==> src/rtl/rect_fill_pkg.sv <==
// Shared types, default screen geometry and rectangle normalise/clip helper
// for rect_fill_engine and its raster scan counter.
package rect_fill_pkg;

  typedef enum logic [1:0] {
    IDLE  = 2'd0,
    CLEAR = 2'd1,
    DRAW  = 2'd2,
    DONE  = 2'd3
  } state_t;

  localparam int DEF_SCREEN_W = 640;
  localparam int DEF_SCREEN_H = 480;

  // Helper arithmetic is done at a fixed width wide enough for any COORD_W
  // the engine is built with, so one function serves every instance.
  localparam int PKG_COORD_W = 16;
  typedef logic [PKG_COORD_W-1:0] pcoord_t;

  typedef struct packed {
    pcoord_t xmin;
    pcoord_t xmax;
    pcoord_t ymin;
    pcoord_t ymax;
    logic    xmax_vis;
    logic    ymax_vis;
    logic    empty;
  } rect_t;

  // Normalise the corners and clip the far edges to the screen. The *_vis
  // flags record whether the original far edge lies on-screen.
  function automatic rect_t clip_rect(input pcoord_t x0, input pcoord_t y0,
                                      input pcoord_t x1, input pcoord_t y1,
                                      input pcoord_t sw, input pcoord_t sh);
    rect_t r;
    r.xmin     = (x0 < x1) ? x0 : x1;
    r.xmax     = (x0 < x1) ? x1 : x0;
    r.ymin     = (y0 < y1) ? y0 : y1;
    r.ymax     = (y0 < y1) ? y1 : y0;
    r.xmax_vis = (r.xmax < sw);
    r.ymax_vis = (r.ymax < sh);
    if (!r.xmax_vis) r.xmax = sw - pcoord_t'(1);
    if (!r.ymax_vis) r.ymax = sh - pcoord_t'(1);
    r.empty    = (r.xmin >= sw) || (r.ymin >= sh);
    return r;
  endfunction

endpackage

==> src/rtl/rect_fill_engine_raster_scan_counter.sv <==
// raster_scan_counter: X/Y raster walker with loadable bounds, advance on
// handshake, optional interior skipping for outlines, and a last-pixel flag.
module raster_scan_counter #(
  parameter int COORD_W  = 10,
  parameter int ADDR_W   = 19,
  parameter int SCREEN_W = 640
) (
  input  logic               Clk,
  input  logic               Reset,
  input  logic               load,
  input  logic [COORD_W-1:0] ld_xmin,
  input  logic [COORD_W-1:0] ld_xmax,
  input  logic [COORD_W-1:0] ld_ymin,
  input  logic [COORD_W-1:0] ld_ymax,
  input  logic               ld_skip,
  input  logic               ld_xmax_vis,
  input  logic               ld_ymax_vis,
  input  logic               advance,
  output logic [COORD_W-1:0] x,
  output logic [COORD_W-1:0] y,
  output logic [ADDR_W-1:0]  addr,
  output logic               last
);

  logic [COORD_W-1:0] xmin_r, xmax_r, ymin_r, ymax_r;
  logic               skip_r, xmax_vis_r, ymax_vis_r;
  logic [ADDR_W-1:0]  row_base;
  logic               full_row;
  logic [COORD_W-1:0] row_end;

  // In outline mode only the top edge and an on-screen bottom edge are full
  // rows; other rows hold xmin plus xmax when the right edge is on-screen.
  assign full_row = !skip_r || (y == ymin_r) || ((y == ymax_r) && ymax_vis_r);
  assign row_end  = (full_row || xmax_vis_r) ? xmax_r : xmin_r;
  assign last     = (y == ymax_r) && (x == row_end);
  assign addr     = row_base + ADDR_W'(x);

  // NOTE: sequential state uses non-blocking assignments so every register
  // samples pre-edge values regardless of statement order.
  always_ff @(posedge Clk or posedge Reset) begin
    if (Reset) begin
      xmin_r     <= '0;
      xmax_r     <= '0;
      ymin_r     <= '0;
      ymax_r     <= '0;
      skip_r     <= 1'b0;
      xmax_vis_r <= 1'b0;
      ymax_vis_r <= 1'b0;
      x          <= '0;
      y          <= '0;
      row_base   <= '0;
    end else if (load) begin
      xmin_r     <= ld_xmin;
      xmax_r     <= ld_xmax;
      ymin_r     <= ld_ymin;
      ymax_r     <= ld_ymax;
      skip_r     <= ld_skip;
      xmax_vis_r <= ld_xmax_vis;
      ymax_vis_r <= ld_ymax_vis;
      x          <= ld_xmin;
      y          <= ld_ymin;
      row_base   <= ADDR_W'(ld_ymin) * ADDR_W'(SCREEN_W);
    end else if (advance) begin
      if (x == row_end) begin
        x        <= xmin_r;
        y        <= y + COORD_W'(1);
        row_base <= row_base + ADDR_W'(SCREEN_W);
      end else if (!full_row && (x == xmin_r)) begin
        x <= xmax_r;
      end else begin
        x <= x + COORD_W'(1);
      end
    end
  end

endmodule

==> src/rtl/rect_fill_engine.sv <==
// rect_fill_engine: streams full-screen clears and clipped rectangle fills as
// a valid/ready pixel-write stream. Define RECT_OUTLINE_EN for outline draws.
module rect_fill_engine
  import rect_fill_pkg::*;
#(
  parameter int SCREEN_W = DEF_SCREEN_W,
  parameter int SCREEN_H = DEF_SCREEN_H,
  parameter int COORD_W  = 10,
  parameter int COLOR_W  = 8,
  parameter int ADDR_W   = 19
) (
  input  logic               Clk,
  input  logic               Reset,
  input  logic               clear_start,
  input  logic               draw_start,
  input  logic [COORD_W-1:0] rect_x0,
  input  logic [COORD_W-1:0] rect_y0,
  input  logic [COORD_W-1:0] rect_x1,
  input  logic [COORD_W-1:0] rect_y1,
  input  logic [COLOR_W-1:0] fg_color,
  input  logic [COLOR_W-1:0] bg_color,
`ifdef RECT_OUTLINE_EN
  input  logic               draw_outline,
`endif
  output logic               pix_valid,
  input  logic               pix_ready,
  output logic [COORD_W-1:0] DrawX,
  output logic [COORD_W-1:0] DrawY,
  output logic [ADDR_W-1:0]  pix_addr,
  output logic [COLOR_W-1:0] pix_color,
  output logic               busy,
  output logic               draw_done,
  output logic [1:0]         curr_state
);

  state_t             state, next_state;
  rect_t              r;
  logic               accept_clear, accept_draw, load, advance, last, ld_skip;
  logic               ld_xmax_vis, ld_ymax_vis;
  logic [COORD_W-1:0] ld_xmin, ld_xmax, ld_ymin, ld_ymax;
  logic               unused_rect;

  assign r = clip_rect(PKG_COORD_W'(rect_x0), PKG_COORD_W'(rect_y0),
                       PKG_COORD_W'(rect_x1), PKG_COORD_W'(rect_y1),
                       PKG_COORD_W'(SCREEN_W), PKG_COORD_W'(SCREEN_H));
  assign unused_rect = ^r;

  assign accept_clear = (state == IDLE) && clear_start;
  assign accept_draw  = (state == IDLE) && !clear_start && draw_start;
  assign load         = accept_clear || (accept_draw && !r.empty);
  assign advance      = pix_valid && pix_ready && !last;

`ifdef RECT_OUTLINE_EN
  assign ld_skip = accept_draw && draw_outline;
`else
  assign ld_skip = 1'b0;
`endif

  // NOTE: every always_comb output gets a default first so no path can
  // leave it unassigned and infer a latch.
  always_comb begin
    ld_xmin     = '0;
    ld_xmax     = COORD_W'(SCREEN_W - 1);
    ld_ymin     = '0;
    ld_ymax     = COORD_W'(SCREEN_H - 1);
    ld_xmax_vis = 1'b1;
    ld_ymax_vis = 1'b1;
    if (!accept_clear) begin
      ld_xmin     = r.xmin[COORD_W-1:0];
      ld_xmax     = r.xmax[COORD_W-1:0];
      ld_ymin     = r.ymin[COORD_W-1:0];
      ld_ymax     = r.ymax[COORD_W-1:0];
      ld_xmax_vis = r.xmax_vis;
      ld_ymax_vis = r.ymax_vis;
    end
  end

  always_ff @(posedge Clk or posedge Reset) begin
    if (Reset) state <= IDLE;
    else       state <= next_state;
  end

  always_comb begin
    next_state = state;
    unique case (state)
      IDLE: begin
        if (clear_start)     next_state = CLEAR;
        else if (draw_start) next_state = r.empty ? DONE : DRAW;
      end
      CLEAR, DRAW: if (pix_ready && last) next_state = DONE;
      DONE:        next_state = IDLE;
      default:     next_state = IDLE;
    endcase
  end

  always_comb begin
    pix_valid  = (state == CLEAR) || (state == DRAW);
    busy       = (state == CLEAR) || (state == DRAW);
    draw_done  = (state == DONE);
    curr_state = state;
  end

  always_ff @(posedge Clk or posedge Reset) begin
    if (Reset)             pix_color <= '0;
    else if (accept_clear) pix_color <= bg_color;
    else if (accept_draw)  pix_color <= fg_color;
  end

  raster_scan_counter #(
    .COORD_W (COORD_W),
    .ADDR_W  (ADDR_W),
    .SCREEN_W(SCREEN_W)
  ) u_scan (
    .Clk        (Clk),
    .Reset      (Reset),
    .load       (load),
    .ld_xmin    (ld_xmin),
    .ld_xmax    (ld_xmax),
    .ld_ymin    (ld_ymin),
    .ld_ymax    (ld_ymax),
    .ld_skip    (ld_skip),
    .ld_xmax_vis(ld_xmax_vis),
    .ld_ymax_vis(ld_ymax_vis),
    .advance    (advance),
    .x          (DrawX),
    .y          (DrawY),
    .addr       (pix_addr),
    .last       (last)
  );

endmodule
==> config.mk <==
export PLATFORM = sky130hd
export DESIGN_NAME = rect_fill_engine
export DESIGN_NICKNAME = d
export VERILOG_FILES = /design/src/rtl/rect_fill_pkg.sv /design/src/rtl/rect_fill_engine_raster_scan_counter.sv /design/src/rtl/rect_fill_engine.sv
export SDC_FILE = /design/constraint.sdc
export NUM_CORES = 1
export LEC_CHECK = 0
export CORE_UTILIZATION = 45
export CTS_CLUSTER_DIAMETER = 200
export DETAILED_ROUTE_END_ITERATION = 8
export GPL_TIMING_DRIVEN = 0
export PLACE_DENSITY = 0.71
export SLEW_MARGIN = 20
export SYNTH_ARGS = -nofsm -noshare
export SYNTH_HDL_FRONTEND = slang
export SYNTH_SLANG_ARGS = --single-unit
export TNS_END_PERCENT = 10
==> constraint.sdc <==
create_clock -name Clk -period 4.2 [get_ports Clk]
set_clock_uncertainty 0.15 [all_clocks]
set_input_delay 0.84 -clock Clk [delete_from_list [all_inputs] [get_ports Clk]]
set_output_delay 0.84 -clock Clk [all_outputs]
set_load 0.02 [all_outputs]
==> metrics.yaml <==
run_status:
  status: "finished, violations left"
  violations: "setup timing"
worst_setup_path:
  crit_fanout: 5
  arrival_ns: 4.30
  path_class: "input pin to flip-flop"
  crit_path_end_kind: "flip-flop"
  required_ns: 4.26
  startpoint_type: "input pin"
logic_synthesis:
  synth_top_area_cell: "dfrtp_1"
  synth_common_cells: "dfrtp_1 (72), a21oi_1 (49), nor2_1 (48)"
  ys_seq_elements: 72
  yosysSeqAreaShare_pct: 32.0
  postSynthCellCount: 630
  ys_warn_count: 0
  synth_cell_types: 65
  synth_top_area_share_pct: 32.0
  syn_area_sq_mm: 0.00564
  synth_nets: 733
  synth.area.top_cells: "dfrtp_1 (32%), ha_1 (9.1%), xor2_1 (5.9%)"
  ys_async_sr_fraction_pct: 100
  synth_most_common_cell: "dfrtp_1"
  synth_flop_cell: "dfrtp_1"
  synth_edf_count: 0
  syn_area_per_cell_sq_um: 8.95
pwr:
  seqPwrFrac_pct: 24.6
  combinationalPowerShare_pct: 59.9
  peakVddDrop_uv: 418
  p_leak_nw: 3.42
  power.share.switching_pct: 43.6
  p_per_area_mw_per_mm2: 631
  power.internal_mw: 2.85
  switching_power_mw: 2.20
  clockPowerShare_pct: 15.5
route:
  routedWlPerCell_um: 19.1
  wl_mm: 18.4
  first_pass_iters: 6
  drc_errors: 0
  vias: 5651
  vias_per_cell: 5.88
  ant_nets: 0
  drt_iter0_drc: 406
placed_design:
  place_area_sq_mm: 0.00705
  place.detailed.hpwl_mm: 12.5
  place.gp.congestion: 0.910
  pre_cts_ws_ns: -1.08
  dp_cells: 910
  port_buffers: 111
clock_network:
  cts_made_buffers: 9
  insertion_delay_ns: 0.34
  clockBufferDepth: 2
  cts-htree-levels: 3
  cts_root_buf: "clkbuf_16"
  cts.sinks: 72
  cts_hold_buf: 0
  clk_pin_slew_ns: 0.06
  cts_tree: "built"
finish:
  num_antenna_cells: 0
  final_cell_area_sq_mm: 0.00800
  syn2layout_area_growth_pct: 41.9
  final_cells: 961
  layout-drive-gt1-share_pct: 22.2
  final_nets: 891
global_route:
  grt_pass1_wl_mm: 28.7
  grt_pass1_vias: 5792
  grt_max_degree: 53
  antenna_found_initial: 0
  overflow: 0
  grt_usage_pct: 28.1
sta:
  setup_tns_ns: -0.0336
  slew_headroom_pct: 43.6
  tightest_slew_ns: 0.845
  worst_hold_slack_ns: 0.325
  setup_viol: 1
  period_minus_slack_ns: 4.23
  finalMaxSlewViolations: 0
  max_freq_mhz: 236
  fin_ws_ns: -0.0336
  hold_violations: 0
  layout_worst_path_cycle_share_pct: 101
job:
  drv_cap: 0
min_path:
  min_path_type: "flip-flop to flip-flop"
floorplan:
  rows: 40
  die_w_um: 114
  io_pins: 113
  die_area_sq_mm: 0.0130
  core-area_sq_mm: 0.0121
  start_util_pct: 46.5
  fp.dieH_um: 114
-- power groups by stage --
stage | sequential, mW | combinational [mW] | clock (mW)
2_1_floorplan | 1.32 | 1.65 | 0
3_3_place_gp | 1.23 | 2.71 | 0
3_5_place_dp | 1.24 | 2.77 | 0
4_1_cts | 1.23 | 2.90 | 0.786
5_1_grt | 1.28 | 3.26 | 0.821
6_report | 1.24 | 3.02 | 0.782
-- layout make-up --
class	count	area [sq um]
Clock buffer	11	243
Timing Repair Buffer	149	1360
Tap cell	168	210
Inverter	35	138
Buffer	42	240
Multi-Input combinational cell	479	3950
Clock inverter	5	56.3
Sequential cell	72	1800
Fill cell	962	4110
-- logic make-up after synthesis --
group | Yosys count | share of synthesized area [%]
AO/OA/AOI/OAI | 170 | 20.4
XOR/XNOR | 64 | 10.1
adder cells (fa/ha/maj) | 42 | 9.45
buffers and inverters | 79 | 5.93
flip-flops | 72 | 32.0
multiplexers | 39 | 7.23
AND/OR/NAND/NOR | 164 | 15.0
-- per-layer routing --
metal	share of wire, %	track usage (%)
met1	41	34.7
met5	0	0
met4	3.0	9.78
met3	6.8	6.32
met2	49	48.4
-- sequential cells by signal, summed over array words and instances, names as in the netlist --
signal,count
u_scan.row_base,12
curr_state,2
u_scan.x,10
pix_color,8
u_scan.xmax_r,10
u_scan.y,10
u_scan.xmin_r,10
u_scan.ymax_r,10
-- worst paths after layout --
kind	cells past startpoint	end	start	slack, ns
worst min-delay path	1	u_scan.xmin_r[1]	u_scan.xmin_r[1]	0.33
worst min register to register	1	u_scan.xmin_r[1]	u_scan.xmin_r[1]	0.33
worst max register to register	17	u_scan.row_base[18]	curr_state[1]	0.21
max in group asynchronous	3	u_scan.x[3]	Reset	2.67
worst max-delay path	18	u_scan.row_base[18]	rect_y1[7]	-0.03
min in group asynchronous	2	pix_color[5]	Reset	0.66
-- critical path: stages --
cell and delay (ns):
clkbuf_2 0.12, inv_2 0.06, ha_4 0.26, nand4_1 0.26
a211oi_2 0.29, or3_4 0.20, nor2_4 0.07, buf_4 0.15
buf_4 0.14, a21oi_1 0.27, nor2_2 0.10, ha_1 0.29
ha_1 0.34, or2_2 0.30, a21oi_1 0.23, a21oi_2 0.07
xnor2_1 0.21, mux2i_1 0.10
-- what timing repair did --
action / CTS / global route
buffers inserted: 29 / 8
endpoints found under the hold margin: 0 / 0
pin swaps: 25 / 33
setup endpoints to repair: 5 / 5
gates resized for setup: 90 / 53
gates cloned: 0 / 0
-- metrics by stage --
| stage | utilization (%) | total power, mW |
|---|---|---|
| after floorplan | - | 2.97 |
| after global placement | 58.0 | 3.94 |
| after detailed placement | 58.2 | 4.01 |
| after CTS | 64.8 | 4.92 |
| after global routing | 66.0 | 5.35 |
| final | 66.0 | 5.05 |
-- cells in the final DEF, fill, tap and decap left out, types with 6 or more instances in the layout --
cell             count
ha_1                27
a2bb2oi_1           12
mux2_2               9
clkdlybuf4s50_1     93
a21oi_1             33
nor4_1               7
inv_2               10
nand2_1             32
a21oi_4              8
o2bb2ai_1            7
ha_4                13
nor3_1              13
inv_1               23
o32a_1               8
nand3_1             20
a21o_1              10
buf_4               38
clkbuf_2             8
nand4_1             10
nor2_1              37
a21oi_2              9
xnor2_1             24
clkbuf_1            24
a22oi_1              8
o21ai_0             29
xor2_1              37
buf_2               14
nor2_4               6
nand2b_1             6
clkbuf_16           10
dfrtp_1             72
mux2i_1             25
(Power assumes the default switching activity.)
